==> src/rtl/wbcav_pkg.sv <==
// Shared definitions for the WBCAV alarm sequencing path: FSM state encoding
// and the default sample-tick divisor.
package wbcav_pkg;

  localparam logic [1:0] ARMED   = 2'd0;
  localparam logic [1:0] CONFIRM = 2'd1;
  localparam logic [1:0] ALARM   = 2'd2;
  localparam logic [1:0] HOLDOFF = 2'd3;

  localparam int DEFAULT_CLK_DIV = 100000;

  typedef enum logic [1:0] {
    S_ARMED   = ARMED,
    S_CONFIRM = CONFIRM,
    S_ALARM   = ALARM,
    S_HOLDOFF = HOLDOFF
  } state_e;

endpackage

==> src/rtl/wbcav_tick_gen.sv <==
// Sample-tick strobe generator: one-cycle enable every CLK_DIV cycles of i_clk,
// used in place of a derived clock so all downstream logic stays on i_clk.
module wbcav_tick_gen
  import wbcav_pkg::*;
#(
  parameter int CLK_DIV = DEFAULT_CLK_DIV
) (
  input  logic i_clk,
  input  logic i_rst,
  output logic o_tick
);

  localparam int CW = $clog2(CLK_DIV);
  localparam logic [CW-1:0] LAST = CW'(CLK_DIV - 1);

  logic [CW-1:0] cnt_q, cnt_d;
  logic          tick_q, tick_d;

  // The strobe is decoded from the next count so it lines up with cnt_q == LAST.
  always_comb begin
    cnt_d  = (cnt_q == LAST) ? '0 : cnt_q + CW'(1);
    tick_d = (cnt_d == LAST);
  end

  always_ff @(posedge i_clk or posedge i_rst) begin
    if (i_rst) begin
      cnt_q  <= '0;
      tick_q <= 1'b0;
    end else begin
      cnt_q  <= cnt_d;
      tick_q <= tick_d;
    end
  end

  assign o_tick = tick_q;

endmodule

==> src/rtl/wbcav_alarm_ctrl.sv <==
// Alarm sequencing controller: confirms the raw detector alarm over consecutive
// sample ticks, latches it until accepted, then holds off before re-arming.
module wbcav_alarm_ctrl
  import wbcav_pkg::*;
#(
  parameter int CLK_DIV    = DEFAULT_CLK_DIV,
  parameter int CONFIRM_MS = 50,
  parameter int HOLDOFF_MS = 5000,
  parameter int CNT_W      = 8
) (
  input  logic             i_clk,
  input  logic             i_rst,
  input  logic             i_alarm_raw,
  input  logic             i_accept,
  input  logic             i_inhibit,
  output logic             o_tick,
  output logic             o_alarm,
  output logic             o_alarm_pulse,
  output logic [1:0]       o_state,
  output logic [CNT_W-1:0] o_event_cnt
);

  localparam int CONF_W = $clog2(CONFIRM_MS + 1);
  localparam int HOLD_W = $clog2(HOLDOFF_MS + 1);
  localparam logic [CONF_W-1:0] CONF_LAST = CONF_W'(CONFIRM_MS);
  localparam logic [HOLD_W-1:0] HOLD_LAST = HOLD_W'(HOLDOFF_MS);
  localparam logic [CNT_W-1:0]  EVT_MAX   = '1;

  logic tick;

  state_e             state_q, state_d;
  logic [CONF_W-1:0]  conf_q, conf_d;
  logic [HOLD_W-1:0]  hold_q, hold_d;
  logic [CNT_W-1:0]   evt_q, evt_d;
  logic               alarm_q, alarm_d;
  logic               pulse_q, pulse_d;
  logic               enter_alarm;

  wbcav_tick_gen #(.CLK_DIV(CLK_DIV)) u_tick_gen (
    .i_clk  (i_clk),
    .i_rst  (i_rst),
    .o_tick (tick)
  );

  always_comb begin
    state_d = state_q;
    conf_d  = conf_q;
    hold_d  = hold_q;
    evt_d   = evt_q;

    case (state_q)
      S_ARMED: begin
        if (tick && i_alarm_raw && !i_inhibit) begin
          if (CONFIRM_MS == 1) begin
            state_d = S_ALARM;
            conf_d  = '0;
          end else begin
            state_d = S_CONFIRM;
            conf_d  = CONF_W'(1);
          end
        end
      end
      S_CONFIRM: begin
        if (tick) begin
          if (!i_alarm_raw || i_inhibit) begin
            state_d = S_ARMED;
            conf_d  = '0;
          end else if (conf_q + CONF_W'(1) == CONF_LAST) begin
            state_d = S_ALARM;
            conf_d  = '0;
          end else begin
            conf_d = conf_q + CONF_W'(1);
          end
        end
      end
      // Accept is checked every cycle, so it wins over a coincident tick.
      S_ALARM: begin
        if (i_accept) begin
          state_d = S_HOLDOFF;
          hold_d  = '0;
        end
      end
      S_HOLDOFF: begin
        if (tick) begin
          if (hold_q + HOLD_W'(1) == HOLD_LAST) begin
            state_d = S_ARMED;
            hold_d  = '0;
          end else begin
            hold_d = hold_q + HOLD_W'(1);
          end
        end
      end
      default: state_d = S_ARMED;
    endcase

    enter_alarm = (state_d == S_ALARM) && (state_q != S_ALARM);
    pulse_d     = enter_alarm;
    alarm_d     = (state_d == S_ALARM);
    if (enter_alarm && (evt_q != EVT_MAX)) begin
      evt_d = evt_q + CNT_W'(1);
    end
  end

  always_ff @(posedge i_clk or posedge i_rst) begin
    if (i_rst) begin
      state_q <= S_ARMED;
      conf_q  <= '0;
      hold_q  <= '0;
      evt_q   <= '0;
      alarm_q <= 1'b0;
      pulse_q <= 1'b0;
    end else begin
      state_q <= state_d;
      conf_q  <= conf_d;
      hold_q  <= hold_d;
      evt_q   <= evt_d;
      alarm_q <= alarm_d;
      pulse_q <= pulse_d;
    end
  end

  assign o_tick        = tick;
  assign o_alarm       = alarm_q;
  assign o_alarm_pulse = pulse_q;
  assign o_state       = state_q;
  assign o_event_cnt   = evt_q;

endmodule

==> config.mk <==
export PLATFORM = sky130hd
export DESIGN_NAME = wbcav_alarm_ctrl
export DESIGN_NICKNAME = d
export VERILOG_FILES = /design/src/rtl/wbcav_pkg.sv /design/src/rtl/wbcav_tick_gen.sv /design/src/rtl/wbcav_alarm_ctrl.sv
export SDC_FILE = /design/constraint.sdc
export NUM_CORES = 1
export LEC_CHECK = 0
export CORE_UTILIZATION = 30
export DETAILED_ROUTE_END_ITERATION = 7
export PLACE_DENSITY = 0.53
export REMOVE_ABC_BUFFERS = 1
export SKIP_LAST_GASP = 1
export SLEW_MARGIN = 20
export SYNTH_ARGS = -nofsm -noshare
export SYNTH_HDL_FRONTEND = slang
export SYNTH_SLANG_ARGS = --single-unit
==> constraint.sdc <==
create_clock -name i_clk -period 2.3 [get_ports i_clk]
set_clock_uncertainty 0.15 [all_clocks]
set_input_delay 0.575 -clock i_clk [delete_from_list [all_inputs] [get_ports i_clk]]
set_output_delay 0.575 -clock i_clk [all_outputs]
set_load 0.02 [all_outputs]
After elaboration in Yosys (flattened, before gate mapping)
Index checks and enable logic that the tools add are counted.
{ "totals": {"regBits": 49, "in_bits": 5, "out_inout_bits": 13, "word_cells": 56} }
{ "op_classes": {"addsub": 4, "n_eq_ne": 14, "muxes": 18, "n_reduce_logical": 12} }
{ "op_table": {"columns": ["operator", "count"], "rows": [
  ["two-way mux 13 bit", 3],
  ["== test 17 bit (second input constant)", 2],
  ["one-hot mux 13 bit (2 select lines)", 1],
  ["two-way mux 6 bit", 4],
  ["adder 17 x 1 -> 17 bit (second input constant)", 1],
  ["two-way mux 17 bit", 1],
  ["two-way mux 2 bit", 7],
  ["adder 13 x 1 -> 13 bit (second input constant)", 1],
  ["== test 13 bit (second input constant)", 1],
  ["one-hot mux 6 bit (2 select lines)", 1],
  ["adder 8 x 1 -> 8 bit (second input constant)", 1],
  ["!= test 8 bit (second input constant)", 1],
  ["one-hot mux 2 bit (4 select lines)", 1],
  ["adder 6 x 1 -> 6 bit (second input constant)", 1],
  ["== test 2 bit (second input constant)", 3],
  ["== test 6 bit (second input constant)", 1],
  ["!= test 2 bit (second input constant)", 3],
  ["AND reduction 3 bit", 2],
  ["logical AND 1 bit", 4],
  ["!= test 2 x 1 -> 1 bit (second input constant)", 2],
  ["nonzero test 2 bit", 2],
  ["== test 2 x 1 -> 1 bit (second input constant)", 1],
  ["zero test 1 bit", 2],
  ["zero test 2 bit", 1],
  ["logical OR 1 bit", 1]
]} }

Logic depth before layout (Yosys ltp)
Gate-level depths: netlist of the first run.
{ "logic_depth": {"depth_word": 9, "depth_mapped": 8} }

Hierarchy
From an unflattened synthesis of the first run, not the netlist that was laid out.
{ "unflattened": {"cells_unflattened": 306, "hier_area_um2": 2964.1} }
{ "modules_own_cells": {"columns": ["module", "instances", "cells_each", "area_per_inst_um2"], "rows": [
  ["wbcav_alarm_ctrl", 1, 196, 1863.0],
  ["wbcav_tick_gen", 1, 110, 1101.1]
]} }

Worst setup path before layout of the first run
OpenSTA, ideal clock, no wires.
{ "synth_timing": {"path_kind": "register to register", "from": "register hold_q[0]", "to": "register hold_q[3]", "setup_time_ns": 0.122, "t_arrival_ns": 2.053, "t_required_ns": 2.028, "path_slack_ns": -0.025, "path_stages_with_launch": 8, "n_path_buf": 1, "synth_period_minus_slack_ns": 2.325, "path_cell_list": "dfrtp_1 > ha_1 > nand3_1 > nor3_1 > mux2i_1 > a211o_1 > clkbuf_1 > a32o_1"} }
{ "synth_via": {"elab_chain_cells": 5} }
{ "synth_rtl": {"columns": ["item", "line_no", "text"], "rows": [
  ["from (decl)", "wbcav_alarm_ctrl.sv:33", "logic [HOLD_W-1:0] hold_q, hold_d;"],
  ["from (signal assigned)", "wbcav_alarm_ctrl.sv:115", "hold_q <= hold_d;"],
  ["adder 13 x 1 -> 13 bit *", "wbcav_alarm_ctrl.sv:85, wbcav_alarm_ctrl.sv:89", null],
  ["== test 13 bit", "wbcav_alarm_ctrl.sv:85", "if (hold_q + HOLD_W'(1) == HOLD_LAST) begin"],
  ["two-way mux 13 bit *", "wbcav_alarm_ctrl.sv:85", null],
  ["two-way mux 13 bit *", "wbcav_alarm_ctrl.sv:84", "if (tick) begin"],
  ["one-hot mux 13 bit (2 select lines) *", "wbcav_alarm_ctrl.sv:51", "case (state_q)"]
]} }
Every way passes the cells marked *; elsewhere a longest branch is shown, timed or not. The select of a mux whose other input is x is not followed.
A chain may end at the register's enable or synchronous reset.

Worst setup path after layout of the first run
{ "layout_timing": {"from": "register hold_q[3]", "to": "register hold_q[1]"} }
{ "layout_via": {"elab_chain_cells": 5} }
{ "layout_rtl": {"columns": ["item", "line_no"], "rows": [
  ["adder 13 x 1 -> 13 bit", "wbcav_alarm_ctrl.sv:85"],
  ["== test 13 bit", "wbcav_alarm_ctrl.sv:85"],
  ["two-way mux 13 bit", "wbcav_alarm_ctrl.sv:85"],
  ["two-way mux 13 bit", "wbcav_alarm_ctrl.sv:84"],
  ["one-hot mux 13 bit (2 select lines)", "wbcav_alarm_ctrl.sv:51"]
]} }
Every way passes these cells. The select of a mux whose other input is x is not followed.

==> impl_metrics.env, run 1 <==
export IMPL_max_stage_delay_ps=460
export IMPL_wire_per_inst_um=13.6
export IMPL_io_buffers=17
export IMPL_cts_tree="built"
export IMPL_worstHoldPathType="reg -> reg"
export IMPL_drc=0
export IMPL_yosysTopAreaCell="dfrtp_1"
export IMPL_cts_sinks=49
export IMPL_crit_slowest_cell="dfrtp_1"
export IMPL_grt_ovfl_total=0
export IMPL_yosys_cell_types_count=50
export IMPL_die_area_um2=9520
export IMPL_fin_area_um2=3420
export IMPL_worst_ep_required_time_ps=2340
export IMPL_slew_viol_final=0
export IMPL_drive_gt1_share_pct=18.9
export IMPL_max_freq_ghz=0.448
export IMPL_initial_core_util_pct=31.3
export IMPL_ys_seq_area_share_pct=44.7
export IMPL_fp_dieH_um=97.6
export IMPL_path_max_fanout=7
export IMPL_synthToLayoutAreaGrowth_pct=24.7
export IMPL_finalCritPeriodShare_pct=97.0
export IMPL_ys_warn_count=0
export IMPL_postSynthCellCount=289
export IMPL_drt_antenna_violating_nets=0
export IMPL_path_cells="nand4_1 > nor3_2 > buf_4 > nand4b_1 > a211oi_1 > buf_4 > nand2_1 > a32o_1"
export IMPL_synth_area_top_cells="dfrtp_1 45%, nand2_1 4.5%, nor2_1 4.4%"
export IMPL_status="completed"
export IMPL_worst_pin_slew_ps=420
export IMPL_cap_violations=0
export IMPL_rsz0062_at_grt="yes"
export IMPL_clk_pin_slew_ps=90
export IMPL_fin_util_pct=39.0
export IMPL_ys_ff_latch=49
export IMPL_hold_viol=0
export IMPL_ctsHoldBuffers=0
export IMPL_worstPathArrival_ps=2270
export IMPL_p_leak_uw=0.00148
export IMPL_antenna_found_initial=0
export IMPL_dr_total_vias=2261
export IMPL_power_uw=1540
export IMPL_ys_async_sr_fraction_pct=100
export IMPL_synth_top_area_share_pct=44.7
export IMPL_viasPerCell=5.07
export IMPL_synth_edf_count=0
export IMPL_gp_congestion=0.777
export IMPL_critPathLaunchType="flop"
export IMPL_grt_pass1_wl_um=10500
export IMPL_ios=18
export IMPL_firstDrtPassIters=7
export IMPL_p_per_area_nw_per_um2=449
export IMPL_cts_root_buffer="clkbuf_8"
export IMPL_synth_area_um2=2740
export IMPL_fin_nets=347
export IMPL_worstSetupEndpointType="flop"
export IMPL_drt_iter0_drc=68
export IMPL_h_tree_depth=2
export IMPL_grt_total_usage_pct=13.6
export IMPL_n_antenna_cell=0
export IMPL_clk_latency_ps=300
export IMPL_routed_wl_um=6070
export IMPL_critPathKind="reg -> reg"
export IMPL_crit_top_cell="buf_4"
export IMPL_ir_worst_vdd_mv=0.212
export IMPL_setup_violations_final=0
export IMPL_synth_avg_cell_area_um2=9.49
export IMPL_grt_pass1_vias=2220
export IMPL_fill_cells=886
export IMPL_grt_start_max_net_pins=50
export IMPL_coreArea_um2=8760
export IMPL_dp_hpwl_um=4230
export IMPL_cts_buffers=5
export IMPL_max_slew_margin_pct=71.7
export IMPL_clk_path_buf_depth=2
export IMPL_die_w_um=97.6
export IMPL_dpl_instance_area_um2=3230
export IMPL_fin_hold_ws_ps=359
export IMPL_period_minus_slack_ps=2230
export IMPL_synth_main_ff_cell="dfrtp_1"
export IMPL_rows=34
-- placed cells by master (no fill, tap or decap), types with 3 or more instances in the layout --
| master | count |
|---|---|
| o21ai_0 | 10 |
| buf_4 | 34 |
| nor3_1 | 5 |
| mux2_2 | 6 |
| nor2b_1 | 6 |
| nand2_1 | 33 |
| dfrtp_1 | 48 |
| and3_1 | 5 |
| inv_1 | 4 |
| nand3_1 | 12 |
| xnor2_1 | 12 |
| nand4_1 | 10 |
| clkbuf_8 | 6 |
| clkdlybuf4s50_1 | 17 |
| xor2_1 | 11 |
| nor4_1 | 4 |
| and2_1 | 4 |
| a21oi_1 | 11 |
| nand2b_1 | 3 |
| ha_1 | 5 |
| and4_1 | 3 |
| mux2i_1 | 3 |
| nor2_1 | 32 |
| a31oi_1 | 12 |
-- cell type report --
type	instances	area (um^2)	area share (%)
inverter	5	18.8	0.549
multi-input combinational	224	1480	43.2
clock buffer	7	86.3	2.52
sequential	49	1230	35.9
tap	108	135	3.95
timing repair buffer	52	445	13.0
clock inverter	1	30.0	0.878
-- metal layers --
metal  routed length [um]  GRT usage, %  vias up
li1                     -             -     1139
met1                 3060          18.6     1092
met2                 2810          21.5       23
met3                  119          3.60        7
met4                   82          3.05        0
met5                    0             0        -
-- power by group --
part           total, uW  leakage, uW  switching [uW]  internal (uW)
clock                641    0.0000585             286            355
combinational       33.7     0.000762            20.8           12.9
sequential           861     0.000664               0            861
total               1540      0.00148             307           1230
-- critical path, delay by kind of cell, from the launching register on --
kind	cells	cell delay (ps)
AOI/OAI and AO/OA	2	520
and+or+nand+nor	4	680
buffers and inverters	2	310
DFF	1	460
-- synthesized netlist by cell type, types with 3 or more instances --
cell      instances
nand2b_1          3
mux2i_1           3
clkbuf_1          9
nor3_1            6
ha_1              5
inv_1             5
and2_1            4
nor2b_1           6
nand2_1          33
dfrtp_1          49
nor2_1           32
and4_1            3
mux2_2            6
o21ai_0          11
and3_1            6
nand4_1          10
nand3_1          13
xnor2_1          12
a31oi_1          12
xor2_1           11
nor4_1            4
a21oi_1          11
-- path summary, 6_finish.rpt --
path                       cells past startpoint  slack (ps)                 start                   end
max                                            8          70             hold_q[3]             hold_q[1]
min                                            1         360  u_tick_gen.cnt_q[12]  u_tick_gen.cnt_q[12]
max reg2reg                                    8          70             hold_q[3]             hold_q[1]
min reg2reg                                    1         360  u_tick_gen.cnt_q[12]  u_tick_gen.cnt_q[12]
max in group asynchronous                      3        1280                 i_rst     u_tick_gen.o_tick
min in group asynchronous                      3         480                 i_rst        o_event_cnt[0]
-- timing repair --
item / in CTS / in global routing
pin swaps: 1 / 4
buffers inserted: 1 / 4
setup endpoints to repair: 5 / 19
gates cloned: 0 / 1
resized for setup: 0 / 8
-- state kept, by name (all words and copies together), names as in the netlist --
name / cells
u_tick_gen.o_tick: 1
o_event_cnt: 8
o_alarm_pulse: 1
u_tick_gen.cnt_q: 17
o_state: 2
o_alarm: 1
hold_q: 13
conf_q: 6
-- stage by stage --
| step | worst slack (ps) | TNS (ps) | std cells |
|---|---|---|---|
| after global placement | -41.5 | -88.2 | 432 |
| after global routing | -31.6 | -81.2 | 446 |
| after floorplan | -8.32 | -8.32 | 277 |
| after CTS | 2.22 | 0 | 441 |
| after detailed placement | -67.8 | -208 | 432 |
| final | 69.9 | 0 | 446 |
-- kinds of logic after synthesis --
| group | synth area share, % |
|---|---|
| simple gates | 26.4 |
| flops | 44.7 |
| fa+ha+maj | 2.28 |
| xor+xnor | 7.35 |
| mux | 4.11 |
| compound gates | 12.4 |
| buf+inv | 2.69 |
Note: power is estimated with default switching activity, not from simulation.
==> run 2: changes to the inputs <==
--- a/config.mk
+++ b/config.mk
@@ -7,7 +7,7 @@
 export LEC_CHECK = 0
 export CORE_UTILIZATION = 30
 export DETAILED_ROUTE_END_ITERATION = 7
-export PLACE_DENSITY = 0.53
+export PLACE_DENSITY = 0.51
 export REMOVE_ABC_BUFFERS = 1
 export SKIP_LAST_GASP = 1
 export SLEW_MARGIN = 20
==> constraint.sdc (replaced) <==
create_clock -name i_clk -period 2.6 [get_ports i_clk]
set_clock_uncertainty 0.15 [all_clocks]
set_input_delay 0.65 -clock i_clk [delete_from_list [all_inputs] [get_ports i_clk]]
set_output_delay 0.65 -clock i_clk [all_outputs]
set_load 0.02 [all_outputs]
==> impl_metrics.env, run 2 (same netlist as run 1, synthesis figures left out) <==
export IMPL_status="completed"
export IMPL_wire_per_inst_um=13.3
export IMPL_dpl_instance_area_um2=3120
export IMPL_hold_viol=0
export IMPL_worstHoldPathType="reg -> reg"
export IMPL_crit_buf_inv=1
export IMPL_coreArea_um2=8760
export IMPL_worst_pin_slew_ps=442
export IMPL_path_cells="ha_1 > nand3_1 > nor3_1 > buf_4 > nand4b_1 > a211oi_1 > nand2_1 > a32o_1"
export IMPL_clk_path_buf_depth=2
export IMPL_ir_worst_vdd_mv=0.250
export IMPL_layout_common_cells="49 x dfrtp_1, 33 x nand2_1, 32 x nor2_1"
export IMPL_largest_reg_flops=17
export IMPL_post_cts_resized=0
export IMPL_ctsHoldBuffers=0
export IMPL_crit_slowest_cell="dfrtp_1"
export IMPL_path_max_fanout=7
export IMPL_die_w_um=97.6
export IMPL_fin_tns_setup_ps=0
export IMPL_worst_ep_required_time_ps=2630
export IMPL_mostFrequentLayoutCell="dfrtp_1"
export IMPL_fp_dieH_um=97.6
export IMPL_cts_setup_buffers=0
export IMPL_cts_sinks=49
export IMPL_p_per_area_nw_per_um2=385
export IMPL_grt_start_max_net_pins=33
export IMPL_fin_area_um2=3200
export IMPL_synthToLayoutAreaGrowth_pct=16.8
export IMPL_io_buffers=17
export IMPL_grt_pass1_vias=2099
export IMPL_cap_violations=0
export IMPL_fin_hold_ws_ps=357
export IMPL_antenna_found_initial=0
export IMPL_initial_core_util_pct=31.3
export IMPL_grt_pass1_wl_um=9810
export IMPL_rsz0062_at_grt="no"
export IMPL_fin_util_pct=36.5
export IMPL_cts_tree="built"
export IMPL_cts_buffers=5
export IMPL_regMostFlops="u_tick_gen.cnt_q"
export IMPL_setup_violations_final=0
export IMPL_max_freq_ghz=0.404
export IMPL_max_stage_delay_ps=420
export IMPL_power_uw=1230
export IMPL_die_area_um2=9520
export IMPL_viasPerCell=5.13
export IMPL_drc=0
export IMPL_n_antenna_cell=0
export IMPL_dr_total_vias=2180
export IMPL_drt_antenna_violating_nets=0
export IMPL_max_slew_margin_pct=70.5
export IMPL_p_leak_uw=0.00136
export IMPL_rows=34
export IMPL_grt_ovfl_total=0
export IMPL_slew_viol_final=0
export IMPL_drive_gt1_share_pct=11.7
export IMPL_firstDrtPassIters=5
export IMPL_dp_hpwl_um=4130
export IMPL_worstPathArrival_ps=2500
export IMPL_fin_nets=326
export IMPL_clk_latency_ps=300
export IMPL_crit_family="compound AO/OA/AOI/OAI gates"
export IMPL_drt_iter0_drc=86
export IMPL_critPathKind="reg -> reg"
export IMPL_worstSetupEndpointType="flop"
export IMPL_clk_pin_slew_ps=90
export IMPL_finalCritPeriodShare_pct=95.1
export IMPL_gp_congestion=0.748
export IMPL_routed_wl_um=5650
export IMPL_cts_root_buffer="clkbuf_8"
export IMPL_h_tree_depth=2
export IMPL_grt_total_usage_pct=12.6
export IMPL_period_minus_slack_ps=2470
export IMPL_critPathLaunchType="flop"
export IMPL_ios=18
-- run 2: cell count changes in the layout (fill, tap and decap cells not counted), sizes merged --
cell,change
buf,-20
a211o,-1
bufinv,-1
clkinvlp,+1
-- run 2: where the power goes --
part / internal (uW) / leakage [uW] / total [uW] / switching, uW
Sequential: 761 / 0.000665 / 761 / 0
Combinational: 10.3 / 0.000652 / 28.8 / 18.5
Clock: 191 / 0.0000385 / 442 / 251
Total: 963 / 0.00136 / 1230 / 270
-- run 2: path summary, 6_finish.rpt --
path / slack [ps] / depth (start not counted) / endpoint / start
setup / recovery: 130 / 8 / hold_q[1] / hold_q[0]
hold / removal: 360 / 1 / u_tick_gen.cnt_q[8] / u_tick_gen.cnt_q[8]
setup reg to reg: 130 / 8 / hold_q[1] / hold_q[0]
hold reg to reg: 360 / 1 / u_tick_gen.cnt_q[8] / u_tick_gen.cnt_q[8]
max in group asynchronous: 1250 / 3 / u_tick_gen.cnt_q[10] / i_rst
min in group asynchronous: 510 / 2 / o_event_cnt[7] / i_rst
-- run 2: worst reg2reg max path: cells and delay by family (launching register included) --
family / cells / cell delay (ps)
buffers and inverters: 1 / 160
DFF: 1 / 420
adders and majority gates: 1 / 330
and+or+nand+nor: 4 / 610
AOI/OAI and AO/OA: 2 / 690
-- run 2: area by class of cell --
type | instances | area (um^2)
Fill cell | 894 | 5560
Clock inverter | 1 | 7.51
Clock buffer | 7 | 76.3
Timing Repair Buffer | 32 | 295
Multi-Input combinational cell | 223 | 1440
Inverter | 5 | 18.8
Sequential cell | 49 | 1230
Tap cell | 108 | 135
-- run 2: through the flow --
stage / std cells / worst slack (ps)
3_5_place_dp: 417 / 84.9
5_1_grt: 425 / 21.5
2_1_floorplan: 277 / 292
6_report: 425 / 126
4_1_cts: 425 / 161
3_3_place_gp: 417 / 101
-- run 2: routing by layer --
| metal | routed length, um | part of all wire [%] | vias to the layer above | global-route usage (%) |
|---|---|---|---|---|
| met5 | 0 | 0 | - | 0 |
| met4 | 55 | 0.97 | 0 | 3.85 |
| met1 | 2870 | 51 | 1061 | 16.9 |
| li1 | - | - | 1093 | - |
| met3 | 136 | 2.4 | 5 | 2.52 |
| met2 | 2590 | 46 | 21 | 20.3 |
